<file path="src/rtl/iob_rom_sp_arb_pkg.sv">
// Shared defaults and helpers for the round-robin single-port ROM arbiter.
package iob_rom_sp_arb_pkg;

    localparam int N_REQ_DEF  = 2;
    localparam int DATA_W_DEF = 8;
    localparam int ADDR_W_DEF = 4;

    // Pointer/index width; never below 1 bit so degenerate configs still elaborate.
    function automatic int ptr_w(input int n);
        return (n > 1) ? $clog2(n) : 1;
    endfunction

endpackage

</file>
<file path="src/rtl/iob_rom_sp_arb_rr_arbiter.sv">
// Generic round-robin arbiter: first valid request at or after ptr wins;
// ptr advances past the winner whenever the grant is acknowledged.
module iob_rr_arbiter
    import iob_rom_sp_arb_pkg::*;
#(
    parameter int N_REQ = N_REQ_DEF,
    parameter int PTR_W = ptr_w(N_REQ)
) (
    input  logic             clk,
    input  logic             arst,
    input  logic [N_REQ-1:0] req,
    input  logic             ack,
    output logic [N_REQ-1:0] grant,
    output logic [PTR_W-1:0] grant_idx,
    output logic             grant_any
);

    logic [PTR_W-1:0] ptr;

    always_comb begin
        int idx;
        grant     = '0;
        grant_idx = '0;
        grant_any = 1'b0;
        for (int k = 0; k < N_REQ; k++) begin
            idx = int'(ptr) + k;
            if (idx >= N_REQ) idx = idx - N_REQ;
            if (!grant_any && req[idx]) begin
                grant_any = 1'b1;
                grant_idx = PTR_W'(idx);
            end
        end
        if (grant_any) grant[grant_idx] = 1'b1;
    end

    always_ff @(posedge clk or posedge arst) begin
        if (arst)
            ptr <= '0;
        else if (ack)
            ptr <= (int'(grant_idx) == N_REQ - 1) ? '0 : grant_idx + 1'b1;
    end

endmodule

</file>
<file path="src/rtl/iob_rom_sp_arb.sv">
// Shares one single-port ROM among N_REQ readers with round-robin arbitration.
// Define IOB_ROM_SP_ARB_RSP_REG_EN to add a response register stage (latency 2).
module iob_rom_sp_arb
    import iob_rom_sp_arb_pkg::*;
#(
    parameter int N_REQ  = N_REQ_DEF,
    parameter int DATA_W = DATA_W_DEF,
    parameter int ADDR_W = ADDR_W_DEF
) (
    input  logic                    clk,
    input  logic                    arst,
    input  logic [N_REQ-1:0]        req_valid,
    input  logic [N_REQ*ADDR_W-1:0] req_addr,
    output logic [N_REQ-1:0]        req_ready,
    output logic [N_REQ-1:0]        rsp_valid,
    output logic [DATA_W-1:0]       rsp_data,
    output logic                    rom_r_en,
    output logic [ADDR_W-1:0]       rom_addr,
    input  logic [DATA_W-1:0]       rom_r_data
);

    localparam int PTR_W = ptr_w(N_REQ);
`ifdef IOB_ROM_SP_ARB_RSP_REG_EN
    localparam int STAGES = 2;
`else
    localparam int STAGES = 1;
`endif

    logic [N_REQ-1:0]             grant;
    logic [PTR_W-1:0]             grant_idx;
    logic                         grant_any;
    logic                         ack;
    logic [N_REQ-1:0][ADDR_W-1:0] addr_v;
    logic [ADDR_W-1:0]            addr_q;
    logic [STAGES:1]              vld_pipe;
    logic [STAGES:1][PTR_W-1:0]   tag_pipe;

    iob_rr_arbiter #(.N_REQ(N_REQ), .PTR_W(PTR_W)) u_arb (
        .clk       (clk),
        .arst      (arst),
        .req       (req_valid),
        .ack       (ack),
        .grant     (grant),
        .grant_idx (grant_idx),
        .grant_any (grant_any)
    );

    // Grants are suppressed while reset is held so nothing is accepted then.
    assign ack       = grant_any & ~arst;
    assign req_ready = arst ? '0 : grant;
    assign rom_r_en  = ack;
    assign addr_v    = req_addr;
    assign rom_addr  = grant_any ? addr_v[grant_idx] : addr_q;

    always_ff @(posedge clk or posedge arst) begin
        if (arst)           addr_q <= '0;
        else if (grant_any) addr_q <= addr_v[grant_idx];
    end

    // In-flight flag and tag travel alongside the ROM read latency.
    always_ff @(posedge clk or posedge arst) begin
        if (arst) begin
            vld_pipe <= '0;
            tag_pipe <= '0;
        end else begin
            vld_pipe[1] <= ack;
            tag_pipe[1] <= grant_idx;
            for (int s = 2; s <= STAGES; s++) begin
                vld_pipe[s] <= vld_pipe[s-1];
                tag_pipe[s] <= tag_pipe[s-1];
            end
        end
    end

    assign rsp_valid = vld_pipe[STAGES] ? (N_REQ'(1) << tag_pipe[STAGES]) : '0;

`ifdef IOB_ROM_SP_ARB_RSP_REG_EN
    logic [DATA_W-1:0] data_q;

    always_ff @(posedge clk or posedge arst) begin
        if (arst) data_q <= '0;
        else      data_q <= rom_r_data;
    end

    assign rsp_data = data_q;
`else
    assign rsp_data = rom_r_data;
`endif

endmodule

</file>
<file path="config.mk">
export PLATFORM = sky130hd
export DESIGN_NAME = iob_rom_sp_arb
export DESIGN_NICKNAME = d
export VERILOG_FILES = /design/src/rtl/iob_rom_sp_arb_pkg.sv /design/src/rtl/iob_rom_sp_arb_rr_arbiter.sv /design/src/rtl/iob_rom_sp_arb.sv
export SDC_FILE = /design/constraint.sdc
export NUM_CORES = 1
export LEC_CHECK = 0
export BUFFER_PORTS_ARGS = -buffer_cell sky130_fd_sc_hd__buf_2
export CAP_MARGIN = 0
export CORE_AREA = 2 2 41 43
export CTS_CLUSTER_DIAMETER = 80
export DETAILED_ROUTE_END_ITERATION = 10
export DIE_AREA = 0 0 43 45
export GPL_TIMING_DRIVEN = 0
export HOLD_SLACK_MARGIN = 0.1
export PLACE_DENSITY = 0.73
export SETUP_SLACK_MARGIN = 0.4
export SYNTH_ARGS = -nofsm -noshare
export SYNTH_HDL_FRONTEND = slang
export SYNTH_SLANG_ARGS = --single-unit
export TNS_END_PERCENT = 1
</file>
<file path="constraint.sdc">
create_clock -name clk -period 1.23 [get_ports clk]
set_clock_uncertainty 0.15 [all_clocks]
set_input_delay 0.246 -clock clk [delete_from_list [all_inputs] [get_ports clk]]
set_output_delay 0.246 -clock clk [all_outputs]
set_load 0.02 [all_outputs]
</file>
==> impl_results.md, run 1 <==
* Status: complete, but fails checks
* Failing checks: hold timing, setup timing
* Post-synthesis sequential area ratio at 0.397
* Dpl ws at -278 ps
* Leading post-synthesis cells by cell area: dfrtp_1 40%, buf_4 14%, mux2i_1 9.1%
* Tmin final at ~1700 ps
* WS Path Type: reg2out
* Power share of the combinational group at 0.428
* Synth Net Count at 66
* Clk sinks at 7
* #FFs+latches synth at 7
* Design area at 851 um2
* Commonest cells in the netlist: 8 x buf_4, 7 x dfrtp_1, 5 x a31oi_1
* Share of cells above drive strength 1 at 0.696
* Origin of the worst setup path: u_arb.ptr$_DFFE_PP0P_
* Most common cell in the netlist: buf_4
* Initial antenna violation count at 0
* Sw Share at 0.338
* Fin. Hold Viols at 7
* Die Y-Extent at 45 um
* Vias in the first global route at about 450
* Die W at 43 um
* Clock-pin slew on the worst setup and hold paths at 60 ps
* Largest net degree at the start of global routing at 11
* Crit path DAT at about 1300 ps
* Area leader, netlist: dfrtp_1
* Clk pwr share at 0.253
* Reg2reg start: u_arb.ptr$_DFFE_PP0P_
* WP data required at 830 ps
* Relative slew slack at 0.883
* Worst-Margin Slew at 170 ps
* Nets at 100
* Die ar. at 1940 um2
* Port bufs at 28
* Final hold slack at -221 ps
* CTS tree: done
* Total wire length at 1290 um
* First-pass GRT wire length at about 2000 um
* CP Launch Type: register
* Worst VDD drop at 0.530 mV
* Max Slew Vio Count at 0
* Area delta synth->final at 92.6%
* Fmax at a little under 600 MHz
* Internal at 0.584 mW
* Placer Congestion at 0.737
* Ant diodes at 0
* Share of the synthesized area in the top cell type at 0.397
* Avg Vias per Cell at ~4.7
* Async set-reset flop share out of synthesis at 1.00
* Routed WL per cell at 13.6 um
* Clock Tree Buf Depth at 2
* Final period utilization at 1.39
* Setup ws final at -474 ps
* Num CTS Buffers at 3
* Tot Pwr at 0.881 mW
* Sequential share of power at 0.319
* Number of synthesized flops with an enable pin at 0
* Maxcap violations at 0
* Syn Area/Cell at 9.60 um2
* DRT iter0 DRCs at 6
* Area after DPL at 619 um2
* DRC viols at 0
* Final setup TNS at -2660 ps
* Worst Hold Class: in2async
* Clock Latency Late Sink at 260 ps
* Drt pass-1 iters at 4
* Ports at 37
* Starting Density at 0.300
* CP endpoint kind: primary output
* CTS root buf: clkbuf_4
* Distinct cells, synth at 17
* Yosys warns at 0
* DR vias at around 450
* RSZ-0062 raised after global routing: yes
* GR Util All Layers at 0.141
* Overflow after GRT at 0
* Core area at 1470 um2
* H-Tree Depth at 1
* Sw Pwr at slightly below 0.3 mW
* Post-synthesis cell count at 46
* Main synth FF type: dfrtp_1
* Cell leakage power at 0.420 nW
* FP Rows at 14
* Remaining antenna violation count after routing at 0
* Pwr dens at 1040 nW/um2
* Critical path peak fanout at 7
* Setup violators final at 9
* Synthesized area at 442 um2
## state kept, by name, summed over array words and instances (netlist names)
| signal | flops |
|---|---|
| vld_pipe | 1 |
| tag_pipe | 1 |
| addr_q | 4 |
| u_arb.ptr | 1 |
## cells by family after synthesis
| kind of cell | count (synthesis) | synth area share |
|---|---|---|
| simple gates | 12 | 0.184 |
| buf+inv | 12 | 0.190 |
| compound gates | 11 | 0.139 |
| flops | 7 | 0.397 |
| mux | 4 | 0.0907 |
## timing repair
| item | 4_1_cts | 5_1_grt |
|---|---|---|
| setup buffers | 1 | 0 |
| gates resized for setup | 49 | 2 |
| hold endpoints to repair | 8 | 8 |
| pin swaps | 4 | 4 |
| setup endpoints to repair | 23 | 23 |
## layout by cell type (no fill, tap or decap)
cell type and instances:
a21oi_1 2, a31oi_1 1, a31oi_4 4, and2_1 1, and3b_1 3, and3b_2 1
buf_12 1, buf_2 11, buf_4 6, buf_6 21, clkbuf_1 1, clkbuf_4 3
clkinvlp_4 1, dfrtp_1 6, dfrtp_2 1, inv_1 1, mux2i_1 4, nand2_1 2
nand2b_4 1, nor2_1 2, nor2_2 1, nor2b_1 1, o21ai_2 4
## layout make-up
type | count | area, um2
fillers | 128 | 621
multi-input cells | 27 | 260
repair buffers | 29 | 235
flip-flops and latches | 7 | 176
plain buffers | 10 | 121
clock buffers | 4 | 26.3
well taps | 16 | 20.0
inverters | 2 | 11.3
## path summary, 6_finish.rpt
| path | endpoint | slack, ps | cells past startpoint |
|---|---|---|---|
| worst max-delay path | rom_addr[1] | -470 | 4 |
| worst min-delay path | addr_q[1]$_DFF_PP0_ | -220 | 2 |
| worst max register to register | addr_q[3]$_DFF_PP0_ | 50 | 3 |
| worst min register to register | addr_q[1]$_DFF_PP0_ | 420 | 2 |
| max in group asynchronous | u_arb.ptr$_DFFE_PP0P_ | 970 | 2 |
| min in group clk | vld_pipe$_DFF_PP0_ | 90 | 2 |
## worst max-delay path, stage by stage (launching register included)
cell      delay (ps)
dfrtp_2          450
nand2b_4         220
a31oi_4          160
o21ai_2           90
buf_6            130
## power by group through the flow
stage	combinational, mW	clock, mW	sequential, mW
2_1_floorplan	0.182	0	0.279
3_3_place_gp	0.253	0	0.283
3_5_place_dp	0.257	0	0.286
4_1_cts	0.373	0.216	0.282
5_1_grt	0.399	0.236	0.284
6_report	0.378	0.223	0.281
## through the flow
stage | util | instances
after floorplan | - | 46
after global placement | 0.421 | 90
after detailed placement | 0.421 | 90
after CTS | 0.574 | 95
after global routing | 0.578 | 95
final | 0.578 | 95
## metal layers
metal / up-vias / global-route usage / part of all wire
met2: 26 / 0.239 / 0.51
met5: - / 0 / 0
met1: 201 / 0.174 / 0.38
met4: 0 / 0.0545 / 0.017
li1: 218 / - / -
met3: 3 / 0.0360 / 0.090
No activity file was read; power rests on OpenSTA's default activity.
==> run 2: changes to the inputs <==
Settings changed: HOLD_SLACK_MARGIN 0.1 to not set, SETUP_SLACK_MARGIN 0.4 to 0.2.
==> impl_results.md, run 2 (synthesis results as in run 1) <==
* WP data required at 830 ps (about the same)
* Remaining antenna violation count after routing at 0 (unchanged)
* RSZ-0062 raised after global routing: yes
* Drt pass-1 iters at 4 (unchanged)
* Pwr dens at 1100 nW/um2 (+5.8%)
* H-Tree Depth at 1 (unchanged)
* Crit path cell chain: nand2b_4 > a31oi_4 > o21ai_2 > buf_6
* Worst reg2reg path depth at 3 (unchanged)
* Worst Hold Path EP: vld_pipe$_DFF_PP0_
* Core area at 1470 um2 (unchanged)
* Die ar. at 1940 um2 (unchanged)
* FP Rows at 14 (unchanged)
* Overflow after GRT at 0 (unchanged)
* Cell leakage power at 0.398 nW (-5.4%)
* Hold depth at 2
* DRC viols at 0 (unchanged)
* Delay-heaviest family, CP: flip-flops
* Tmin final at 1730 ps (+25.1 ps)
* Largest net degree at the start of global routing at 11 (unchanged)
* Die Y-Extent at 45 um (unchanged)
* Starting Density at 0.300 (unchanged)
* Design area at 781 um2 (-8.2%)
* Tot Pwr at 0.856 mW (-2.9%)
* CTS tree: done
* Setup violators final at 9 (unchanged)
* Final period utilization at 1.41 (+0.0204)
* Ports at 37 (unchanged)
* Reg2reg start: u_arb.ptr$_DFFE_PP0P_
* Fmax at 578 MHz (-1.4%)
* Num CTS Buffers at 3 (unchanged)
* Most flops, register: addr_q
* Filler cells at 135 (+5.5%)
* Initial antenna violation count at 0 (unchanged)
* Clock Latency Late Sink at 260 ps (about the same)
* RR Endpoint: addr_q[0]$_DFF_PP0_
* Worst VDD drop at 0.521 mV (-1.7%)
* DR vias at 456 (+1.8%)
* CP Launch Type: register
* Placer Congestion at 0.737 (unchanged)
* Status: complete, but fails checks
* Vias in the first global route at 413 (-7.6%)
* Ant diodes at 0 (unchanged)
* Relative slew slack at 0.790 (-0.0933)
* Commonest cells after routing, fill and taps aside: 19 x buf_2, 14 x buf_4, 6 x dfrtp_1, 5 x buf_6
* Critical path's slowest cell: dfrtp_2
* Avg Vias per Cell at 4.75 (+0.73%)
* Clock Tree Buf Depth at 2 (unchanged)
* Die W at 43 um (unchanged)
* GR Util All Layers at 0.132 (-0.00935)
* Nets at 101 (+1.0%)
* Port bufs at 28 (unchanged)
* Worst Hold Class: in2reg
* Area after DPL at 619 um2 (unchanged)
* First-pass GRT wire length at 1800 um (-8.1%)
* Critical path buffers and inverters at 1 (unchanged)
* Routed WL per cell at 12.9 um (-4.7%)
* Fin. Hold Viols at 0 (-7)
* DRT iter0 DRCs at 6 (unchanged)
* Critical path peak fanout at 7 (unchanged)
* Failing checks: setup timing
* Clock-pin slew on the worst setup and hold paths at 60 ps (about the same)
* Max Slew Vio Count at 0 (unchanged)
* Area delta synth->final at 76.8%
* Share of cells above drive strength 1 at 0.688 (-0.00870)
* Worst R2R Setup Slack at 20 ps (-30 ps)
* Number of flip-flops in the largest register at 4 (unchanged)
* WS Path Type: reg2out
* Setup ws final at -500 ps (-25.1 ps)
* CTS root buf: clkbuf_4
* Min-delay src: arst
* Crit path DAT at 1330 ps (+20 ps)
* Maxcap violations at 0 (unchanged)
* Commonest non-fill, non-tap cell in the layout: buf_2
* Post-layout util at 0.531 (-0.0476)
* CP endpoint kind: primary output
* Total wire length at 1240 um (-3.7%)
* Clk sinks at 7 (unchanged)
* Worst-Margin Slew at 314 ps (+144 ps)
* CP max stage delay at 450 ps (about the same)
run 2: area by class of cell:
type / instances / area, um2 / area share
Timing Repair Buffer: 30 / 195 / 0.250
Sequential cell: 7 / 176 / 0.226
Clock buffer: 4 / 26.3 / 0.0337
Tap cell: 16 / 20.0 / 0.0256
Buffer: 10 / 91.3 / 0.117
Multi-Input combinational cell: 27 / 260 / 0.333
Inverter: 2 / 11.3 / 0.0144
run 2: where the power goes:
part           internal, mW  leakage (nW)  switching [mW]
Sequential            0.263        0.0824          0.0185
Combinational         0.174         0.300           0.177
Clock                 0.125        0.0150          0.0989
run 2: how the worst max path moves through the flow:
stage | from | to | slack, ps | cells after the start
2_1_floorplan | u_arb.ptr$_DFFE_PP0P_ | rom_addr[3] | -60 | 3
3_3_place_gp | req_valid[0] | rom_addr[0] | -270 | 6
3_5_place_dp | req_valid[0] | rom_addr[1] | -280 | 6
4_1_cts | u_arb.ptr$_DFFE_PP0P_ | rom_addr[1] | -490 | 4
5_1_grt | u_arb.ptr$_DFFE_PP0P_ | rom_addr[0] | -550 | 4
6_report | u_arb.ptr$_DFFE_PP0P_ | rom_addr[0] | -500 | 4
run 2: through the flow:
stage | setup WS (ps) | cells | hold slack, ps | TNS, ps
floorplan | -57.3 | 46 | -76.2 | -243
global placement | -266 | 90 | 91.4 | -1430
detailed placement | -278 | 90 | 92.7 | -1550
finish | -500 | 96 | 75.5 | -2690
global route | -551 | 96 | 94.3 | -3160
CTS | -495 | 95 | -172 | -2710
run 2: timing repair:
item | CTS | global route
resized for setup | 25 | 2
pin swaps | 4 | 3
setup buffers | 1 | 0
setup endpoints to repair | 14 | 15
hold endpoints to repair | 7 | 7
run 2: metal layers:
| layer | global-route usage | part of all wire | wire length, um | vias to the layer above |
|---|---|---|---|---|
| met1 | 0.161 | 0.38 | 472 | 204 |
| met4 | 0.0545 | 0.019 | 24 | 0 |
| met3 | 0.0280 | 0.086 | 107 | 5 |
| met5 | 0 | 0 | 0 | - |
| li1 | - | - | - | 220 |
| met2 | 0.227 | 0.51 | 637 | 27 |
